<file path="src/rtl/multdiv_unit.sv">
// Iterative signed WIDTH-bit multiply (radix-2 shift-add) / divide (restoring) feeding RF writeback.
// Latency: WIDTH+1 cycles from start to data_resultRDY; divide-by-zero completes in 1 cycle.
// Backpressure: none; starts arriving while busy are dropped, result pulse is never stalled.
module multdiv_unit #(
    parameter int WIDTH = 32
) (
    input  logic             clock,
    input  logic             ctrl_reset_n,
    input  logic             ctrl_MULT,
    input  logic             ctrl_DIV,
    input  logic [WIDTH-1:0] data_operandA,
    input  logic [WIDTH-1:0] data_operandB,
    input  logic [4:0]       ctrl_destReg,
    output logic             data_busy,
    output logic             data_resultRDY,
    output logic             data_exception,
    output logic [WIDTH-1:0] data_result,
    output logic             ctrl_writeEn_out,
    output logic [4:0]       ctrl_writeReg_out,
    output logic [WIDTH-1:0] data_writeReg_out
);

    localparam int CW = $clog2(WIDTH + 2);

    typedef enum logic [1:0] {S_IDLE, S_MUL, S_DIV, S_DONE} state_t;

    state_t                 state_q, state_d;
    logic [CW-1:0]          cnt_q, cnt_d;
    logic [WIDTH:0]         rem_q, rem_d;   // product high half / partial remainder
    logic [WIDTH-1:0]       quo_q, quo_d;   // multiplier (shifted out) / quotient (shifted in)
    logic [WIDTH:0]         dvs_q, dvs_d;   // multiplicand / divisor magnitude
    logic                   neg_q, neg_d;
    logic                   dz_q, dz_d;
    logic [4:0]             tag_q, tag_d;
    logic [WIDTH-1:0]       res_q, res_d;
    logic                   exc_q, exc_d;
    logic [4:0]             wreg_q, wreg_d;

    logic [WIDTH:0]         ext_b;
    logic [WIDTH:0]         mag_b;
    logic [WIDTH-1:0]       mag_a;
    logic [WIDTH+1:0]       sum;
    logic [WIDTH:0]         shl;
    logic [WIDTH+1:0]       diff;
    logic [2*WIDTH-1:0]     prod;
    logic [2*WIDTH-1:0]     prod_s;
    logic [WIDTH-1:0]       quo_s;
    logic                   mul_exc;
    logic                   div_exc;

    always_comb begin
        // -MIN_INT as a WIDTH-bit unsigned value is exactly 2^(WIDTH-1), so A needs no extra bit
        mag_a   = data_operandA[WIDTH-1] ? -data_operandA : data_operandA;
        ext_b   = {data_operandB[WIDTH-1], data_operandB};
        mag_b   = data_operandB[WIDTH-1] ? -ext_b : ext_b;

        sum     = {1'b0, rem_q} + {1'b0, (quo_q[0] ? dvs_q : '0)};
        shl     = {rem_q[WIDTH-1:0], quo_q[WIDTH-1]};
        diff    = {1'b0, shl} - {1'b0, dvs_q};

        prod    = {rem_q[WIDTH-1:0], quo_q};
        prod_s  = neg_q ? -prod : prod;
        mul_exc = !((&prod_s[2*WIDTH-1:WIDTH-1]) || !(|prod_s[2*WIDTH-1:WIDTH-1]));
        quo_s   = neg_q ? -quo_q : quo_q;
        // Only MIN_INT / -1 yields a positive quotient of 2^(WIDTH-1)
        div_exc = quo_q[WIDTH-1] & ~neg_q;
    end

    always_comb begin
        state_d = state_q;
        cnt_d   = cnt_q;
        rem_d   = rem_q;
        quo_d   = quo_q;
        dvs_d   = dvs_q;
        neg_d   = neg_q;
        dz_d    = dz_q;
        tag_d   = tag_q;
        res_d   = res_q;
        exc_d   = exc_q;
        wreg_d  = wreg_q;

        case (state_q)
            S_IDLE, S_DONE: begin
                state_d = S_IDLE;
                if (ctrl_MULT ^ ctrl_DIV) begin
                    state_d = ctrl_MULT ? S_MUL : S_DIV;
                    cnt_d   = '0;
                    rem_d   = '0;
                    quo_d   = mag_a;
                    dvs_d   = mag_b;
                    neg_d   = data_operandA[WIDTH-1] ^ data_operandB[WIDTH-1];
                    dz_d    = (data_operandB == '0);
                    tag_d   = ctrl_destReg;
                end
            end
            S_MUL: begin
                if (cnt_q == CW'(WIDTH)) begin
                    res_d   = prod_s[WIDTH-1:0];
                    exc_d   = mul_exc;
                    wreg_d  = tag_q;
                    state_d = S_DONE;
                end else begin
                    rem_d = sum[WIDTH+1:1];
                    quo_d = {sum[0], quo_q[WIDTH-1:1]};
                    cnt_d = cnt_q + CW'(1);
                end
            end
            S_DIV: begin
                if (dz_q) begin
                    res_d   = '0;
                    exc_d   = 1'b1;
                    wreg_d  = tag_q;
                    state_d = S_DONE;
                end else if (cnt_q == CW'(WIDTH)) begin
                    res_d   = quo_s;
                    exc_d   = div_exc;
                    wreg_d  = tag_q;
                    state_d = S_DONE;
                end else begin
                    if (!diff[WIDTH+1]) begin
                        rem_d = diff[WIDTH:0];
                        quo_d = {quo_q[WIDTH-2:0], 1'b1};
                    end else begin
                        rem_d = shl;
                        quo_d = {quo_q[WIDTH-2:0], 1'b0};
                    end
                    cnt_d = cnt_q + CW'(1);
                end
            end
            default: state_d = S_IDLE;
        endcase
    end

    always_ff @(posedge clock or negedge ctrl_reset_n) begin
        if (!ctrl_reset_n) begin
            state_q <= S_IDLE;
            cnt_q   <= '0;
            rem_q   <= '0;
            quo_q   <= '0;
            dvs_q   <= '0;
            neg_q   <= 1'b0;
            dz_q    <= 1'b0;
            tag_q   <= '0;
            res_q   <= '0;
            exc_q   <= 1'b0;
            wreg_q  <= '0;
        end else begin
            state_q <= state_d;
            cnt_q   <= cnt_d;
            rem_q   <= rem_d;
            quo_q   <= quo_d;
            dvs_q   <= dvs_d;
            neg_q   <= neg_d;
            dz_q    <= dz_d;
            tag_q   <= tag_d;
            res_q   <= res_d;
            exc_q   <= exc_d;
            wreg_q  <= wreg_d;
        end
    end

    assign data_busy         = (state_q == S_MUL) || (state_q == S_DIV);
    assign data_resultRDY    = (state_q == S_DONE);
    assign data_exception    = exc_q;
    assign data_result       = res_q;
    assign ctrl_writeReg_out = wreg_q;
    assign data_writeReg_out = res_q;
    assign ctrl_writeEn_out  = data_resultRDY & ~exc_q & (wreg_q != 5'd0);

endmodule
</file>
<file path="config.mk">
export PLATFORM = sky130hd
export DESIGN_NAME = multdiv_unit
export DESIGN_NICKNAME = d
export VERILOG_FILES = /design/src/rtl/multdiv_unit.sv
export SDC_FILE = /design/constraint.sdc
export NUM_CORES = 1
export LEC_CHECK = 0
export BUFFER_PORTS_ARGS = -buffer_cell sky130_fd_sc_hd__buf_2
export CORE_MARGIN = 10
export CORE_UTILIZATION = 40
export CTS_BUF_LIST = sky130_fd_sc_hd__clkbuf_4 sky130_fd_sc_hd__clkbuf_8
export DETAILED_ROUTE_END_ITERATION = 8
export GPL_ROUTABILITY_DRIVEN = 0
export HOLD_SLACK_MARGIN = 0.15
export PLACE_DENSITY_LB_ADDON = 0.2
export REMOVE_ABC_BUFFERS = 1
export SLEW_MARGIN = 10
export SYNTH_ARGS = -nofsm -noshare
export SYNTH_HDL_FRONTEND = slang
export SYNTH_SLANG_ARGS = --single-unit
</file>
<file path="constraint.sdc">
create_clock -name clock -period 11.54 [get_ports clock]
set_input_delay 1.731 -clock clock [delete_from_list [all_inputs] [get_ports clock]]
set_output_delay 1.731 -clock clock [all_outputs]
set_load 0.005 [all_outputs]
</file>
# --- Word-level counts from Yosys, hierarchy flattened ---
# Index checks and enable logic that the tools add are counted.
totals:
  reg_bits: 151
  input_bits: 73
  output_inout_bits: 73
  wordCells: 87
classes:
  n_addsub: 7
  eq_ne: 10
  mux: 37
  bitwise: 7
  reduce_logical: 15
op_table:
  columns: ["operator", "n"]
  rows:
  - ["32-bit two-way mux", 9]
  - ["33-bit two-way mux", 7]
  - ["33-bit case mux with 3 select lines", 1]
  - ["32-bit case mux with 3 select lines", 1]
  - ["64-bit two-way mux", 1]
  - ["32-bit negation", 2]
  - ["64-bit negation", 1]
  - ["32-bit case mux with 2 select lines", 1]
  - ["33-bit by 33-bit adder with 34-bit output", 1]
  - ["33-bit by 33-bit subtractor with 34-bit output", 1]
  - ["33-bit negation", 1]
  - ["33-bit AND reduction", 1]
  - ["33-bit OR reduction", 1]
  - ["32-bit logical NOT", 1]
  - ["6-bit two-way mux", 3]
  - ["6-bit case mux with 3 select lines", 1]
  - ["5-bit two-way mux", 2]
  - ["2-bit != test, second input constant", 5]
  - ["5-bit case mux with 2 select lines", 1]
  - ["2-bit two-way mux", 4]
  - ["6-bit by 1-bit adder with 6-bit output, second input constant", 1]
  - ["6-bit equality test, second input constant", 1]
  - ["2-bit case mux with 3 select lines", 1]
  - ["5-bit nonzero test", 1]
  - ["16 further kinds", 27]

# --- Logic depth before layout (Yosys ltp) ---
logic_depth:
  ltp_word: 8
  ltp_mapped: 16
  ltp_nobuf: 14

# --- Worst setup path before layout ---
# Ideal clock, no wire load.
synth_path:
  path_kind: "in2reg"
  startpoint: "input data_operandB[3]"
  endpoint: "register dvs_q[27]"
  setup_ns: 0.131
  arrival_time_ns: 4.147
  t_required_ns: 11.409
  slack_ns: 7.262
  stages: 8
  path_buffers: 0
  path_cell_list: "or4_1 > or2_1 > or3_1 > or3_1 > or3_4 > o31ai_2 > xor2_1 > o21ai_1"
synth_between:
  elab_chain_cells: 2
synth_lines:
  columns: ["element", "line", "rtl"]
  rows:
  - ["start, declared", "12", "input logic [WIDTH-1:0] data_operandB,"]
  - ["33-bit negation", "55", "mag_b = data_operandB[WIDTH-1] ? -ext_b : ext_b;"]
  - ["33-bit two-way mux", "55", null]
  - ["end signal, assigned", "152", "dvs_q <= dvs_d;"]
  - ["end, declared", "31", "logic [WIDTH:0] dvs_q, dvs_d;"]
# No other way between the ends.
# A chain may end at the register's enable or synchronous reset.

# --- Worst setup path after layout ---
layout_path:
  startpoint: "register state_q[0]"
  endpoint: "output data_busy"
layout_between:
  elab_chain_cells: 2
  word_cells_on_any_way: 3
  cone_classes: "eq/ne: 2; reduce/logical: 1"
layout_lines:
  columns: ["element", "line", "rtl"]
  rows:
  - ["start, declared", "27", "state_t state_q, state_d;"]
  - ["start signal, assigned", "148", "state_q <= state_d;"]
  - ["2-bit by 1-bit equality test with 1-bit output or 2-bit equality test (tied branches)", "162", "assign data_busy = (state_q == S_MUL) || (state_q == S_DIV);"]
  - ["1-bit logical OR (*)", "162", null]
  - ["end, declared", "14", "output logic data_busy,"]
# Mark *: on every way between the ends. The rest lies on a longest branch, timed or not.

==> flow_summary.ini <==
[global_route]
grt-ovfl-total = 0
grt_use_total_pct = 19.1
grt_pass1_wl_um = 66300
grt_max_degree = 83
grt_antenna_before_repair = 0
grt_pass1_vias = 12300

[worst_setup_path]
timing.rr.start = rem_q[0]$_DFFE_PN0P_
r2r_slack_ns = 7.23
arrival_ns = 2.74
worst-setup-path-type = reg2out
startpoint = state_q[0]$_DFF_PN0_
start_kind = register
path_max_fanout = 73
required_ns = 9.81
worst_setup_path_end_kind = output pin

[synth]
syn_area_um2 = 13800
yosysSeqAreaShare_pct = 27.4
async_flop_share_pct = 100
ys_ff_latch = 151
syn-instance-count = 1717
synth_ff_type = dfrtp_1
synth-edff-count = 0
yosys_warnings = 0
synth_area_per_cell_um2 = 8.04
netlist-cell-type-count = 83

[floorplanning]
fp-row-count = 67
die_h_um = 206
io_pins = 146
design.die.area_um2 = 42300
core_region_area_um2 = 33800
die_w_um = 206
start_util_pct = 40.9

[finish]
mostFrequentLayoutCell = nand2_1
fill_cells = 3473
instances_no_fill = 2210
drive_gt1_share_pct = 13.7
final_area_um2 = 14900
antennaDiodeCount = 0
area_delta_synth_final_pct = 8.11
layout.nets = 1900
final_cell_mix = nand2_1, o21ai_0, dfrtp_1

[job]
drv_cap = 0

[cts]
post-cts-setup-buffer-count = 0
cts_tree = yes
h-tree-depth = 4
clk_latency_ns = 0.48
cts_resized = 0
cts_buffers = 17
ctsHoldBuffers = 0
clk_pin_slew_ns = 0.09
clockBufferDepth = 2
cts_root_buf = clkbuf_8
cts.sinks = 151

[placement]
placed_cells = 2178
portBuffers = 145
dpl_cell_area_um2 = 14500
hpwlAfterDp_um = 30200

[timing]
hold-worst-slack_ns = 0.481
hold_viol_final = 0
fin_crit_ns = 4.47
max_freq_mhz = 223
rsz0062_at_grt = no
skew_ns = 0.0147
setup_tns_ns = 0
timing.final.crit_share_pct = 38.8
final_max_slew_viol_count = 0
worstMarginPinSlew_ns = 1.08
slew_headroom_pct = 28.1
setup-violations-final = 0

[power_and_ir_drop]
p_per_area_nw_per_um2 = 280
p_total_w = 0.00418
p_leak_nw = 7.12
peakVddDrop_mv = 0.174

[route]
totalWireLength_um = 40900
viasPerCell = 5.80
drtIter0Drc = 866
via_count = 12800
wl_per_cell_um = 18.5
first_pass_iters = 6
antenna_left = 0
drc = 0

[hold_path]
hold_class = reg2reg
worstHoldStart = dvs_q[3]$_DFFE_PN0P_

[outcome]
outcome = finished clean
==> cell usage after synthesis (8+ instances only) <==
master / instances / area [um2]
nor2b_1: 12 / 75.1
nor4_1: 21 / 131
and3_1: 8 / 50.1
dfrtp_1: 151 / 3780
a21o_1: 65 / 488
buf_4: 33 / 248
nand2b_1: 19 / 119
a21oi_1: 91 / 455
nand4_1: 14 / 87.6
nand3_1: 37 / 185
buf_2: 9 / 45.0
clkbuf_1: 89 / 334
a221oi_1: 39 / 342
inv_1: 65 / 244
buf_1: 13 / 48.8
and2_1: 9 / 56.3
o21ai_1: 8 / 40.0
mux2_2: 15 / 169
o41ai_1: 19 / 166
xor2_1: 126 / 1100
nor2_1: 129 / 484
o21ai_0: 158 / 791
o21a_1: 12 / 90.1
ha_1: 76 / 951
nand2_1: 163 / 612
nor3_1: 21 / 105
a22oi_1: 16 / 120
or4_1: 18 / 135
xnor2_1: 39 / 342
mux2i_1: 14 / 140
a211oi_1: 41 / 308
o31ai_1: 33 / 248
or3_1: 33 / 206
==> worst paths after layout <==
kind,endpoint,cells past startpoint
worst min register to register,dvs_q[3]$_DFFE_PN0P_,2
worst max-delay path,data_busy,5
max in group asynchronous,rem_q[16]$_DFFE_PN0P_,2
worst max register to register,rem_q[10]$_DFFE_PN0P_,12
min in group asynchronous,data_result[16]$_DFFE_PN0P_,1
worst min-delay path,dvs_q[3]$_DFFE_PN0P_,2
==> worst max-delay path, cell delays in order (launching register included) <==
cell      delay [ns]
dfrtp_1         0.43
inv_1           0.06
ha_2            0.33
buf_4           0.61
clkinv_1        0.55
buf_2           0.27
==> kinds of logic (layout without fill, tap and decap cells) <==
| family | count (synthesis) | count (layout) | share of synthesized area (%) |
|---|---|---|---|
| simple gates | 524 | 524 | 19.1 |
| buf+inv | 214 | 259 | 6.80 |
| compound gates | 556 | 556 | 26.9 |
| fa+ha+maj | 78 | 78 | 7.18 |
| mux | 29 | 29 | 2.24 |
| xor+xnor | 165 | 165 | 10.5 |
| flops | 151 | 151 | 27.4 |
==> metrics by stage <==
| stage | worst slack, ns | utilization, % |
|---|---|---|
| after floorplan | 6.32 | - |
| after global placement | 6.87 | 43.0 |
| after detailed placement | 6.83 | 43.0 |
| after CTS | 7.03 | 44.2 |
| after global routing | 6.87 | 44.2 |
| final | 7.07 | 44.2 |
==> registers in the layout, indices dropped and copies added, names as in the netlist <==
| name | count |
|---|---|
| rem_q | 33 |
| data_result | 32 |
| state_q | 2 |
| tag_q | 5 |
| dz_q | 1 |
| ctrl_writeReg_out | 5 |
| dvs_q | 33 |
| data_exception | 1 |
| quo_q | 32 |
| cnt_q | 6 |
| neg_q | 1 |
==> power by group <==
part / switching (W) / internal (W) / total (W)
sequential: 0.000290 / 0.000704 / 0.000994
combinational: 0.00168 / 0.00108 / 0.00276
clock: 0.000223 / 0.000204 / 0.000427
total: 0.00219 / 0.00199 / 0.00418
==> routing by layer <==
metal | vias up | GRT usage (%) | wire, um
li1 | 6315 | - | -
met1 | 6118 | 26.7 | 19600
met2 | 337 | 30.2 | 18400
met3 | 40 | 2.74 | 2270
met4 | 0 | 5.24 | 621
met5 | - | 0 | 0
==> area by class of cell <==
class | instances | area [um2] | area share [%]
Clock buffer | 24 | 312 | 2.09
Clock inverter | 8 | 86.3 | 0.578
Inverter | 70 | 263 | 1.76
Multi-Input combinational cell | 1352 | 9100 | 61.0
Sequential cell | 151 | 3780 | 25.3
Tap cell | 448 | 561 | 3.76
Timing Repair Buffer | 157 | 822 | 5.51
No activity file was read; power rests on OpenSTA's default activity.
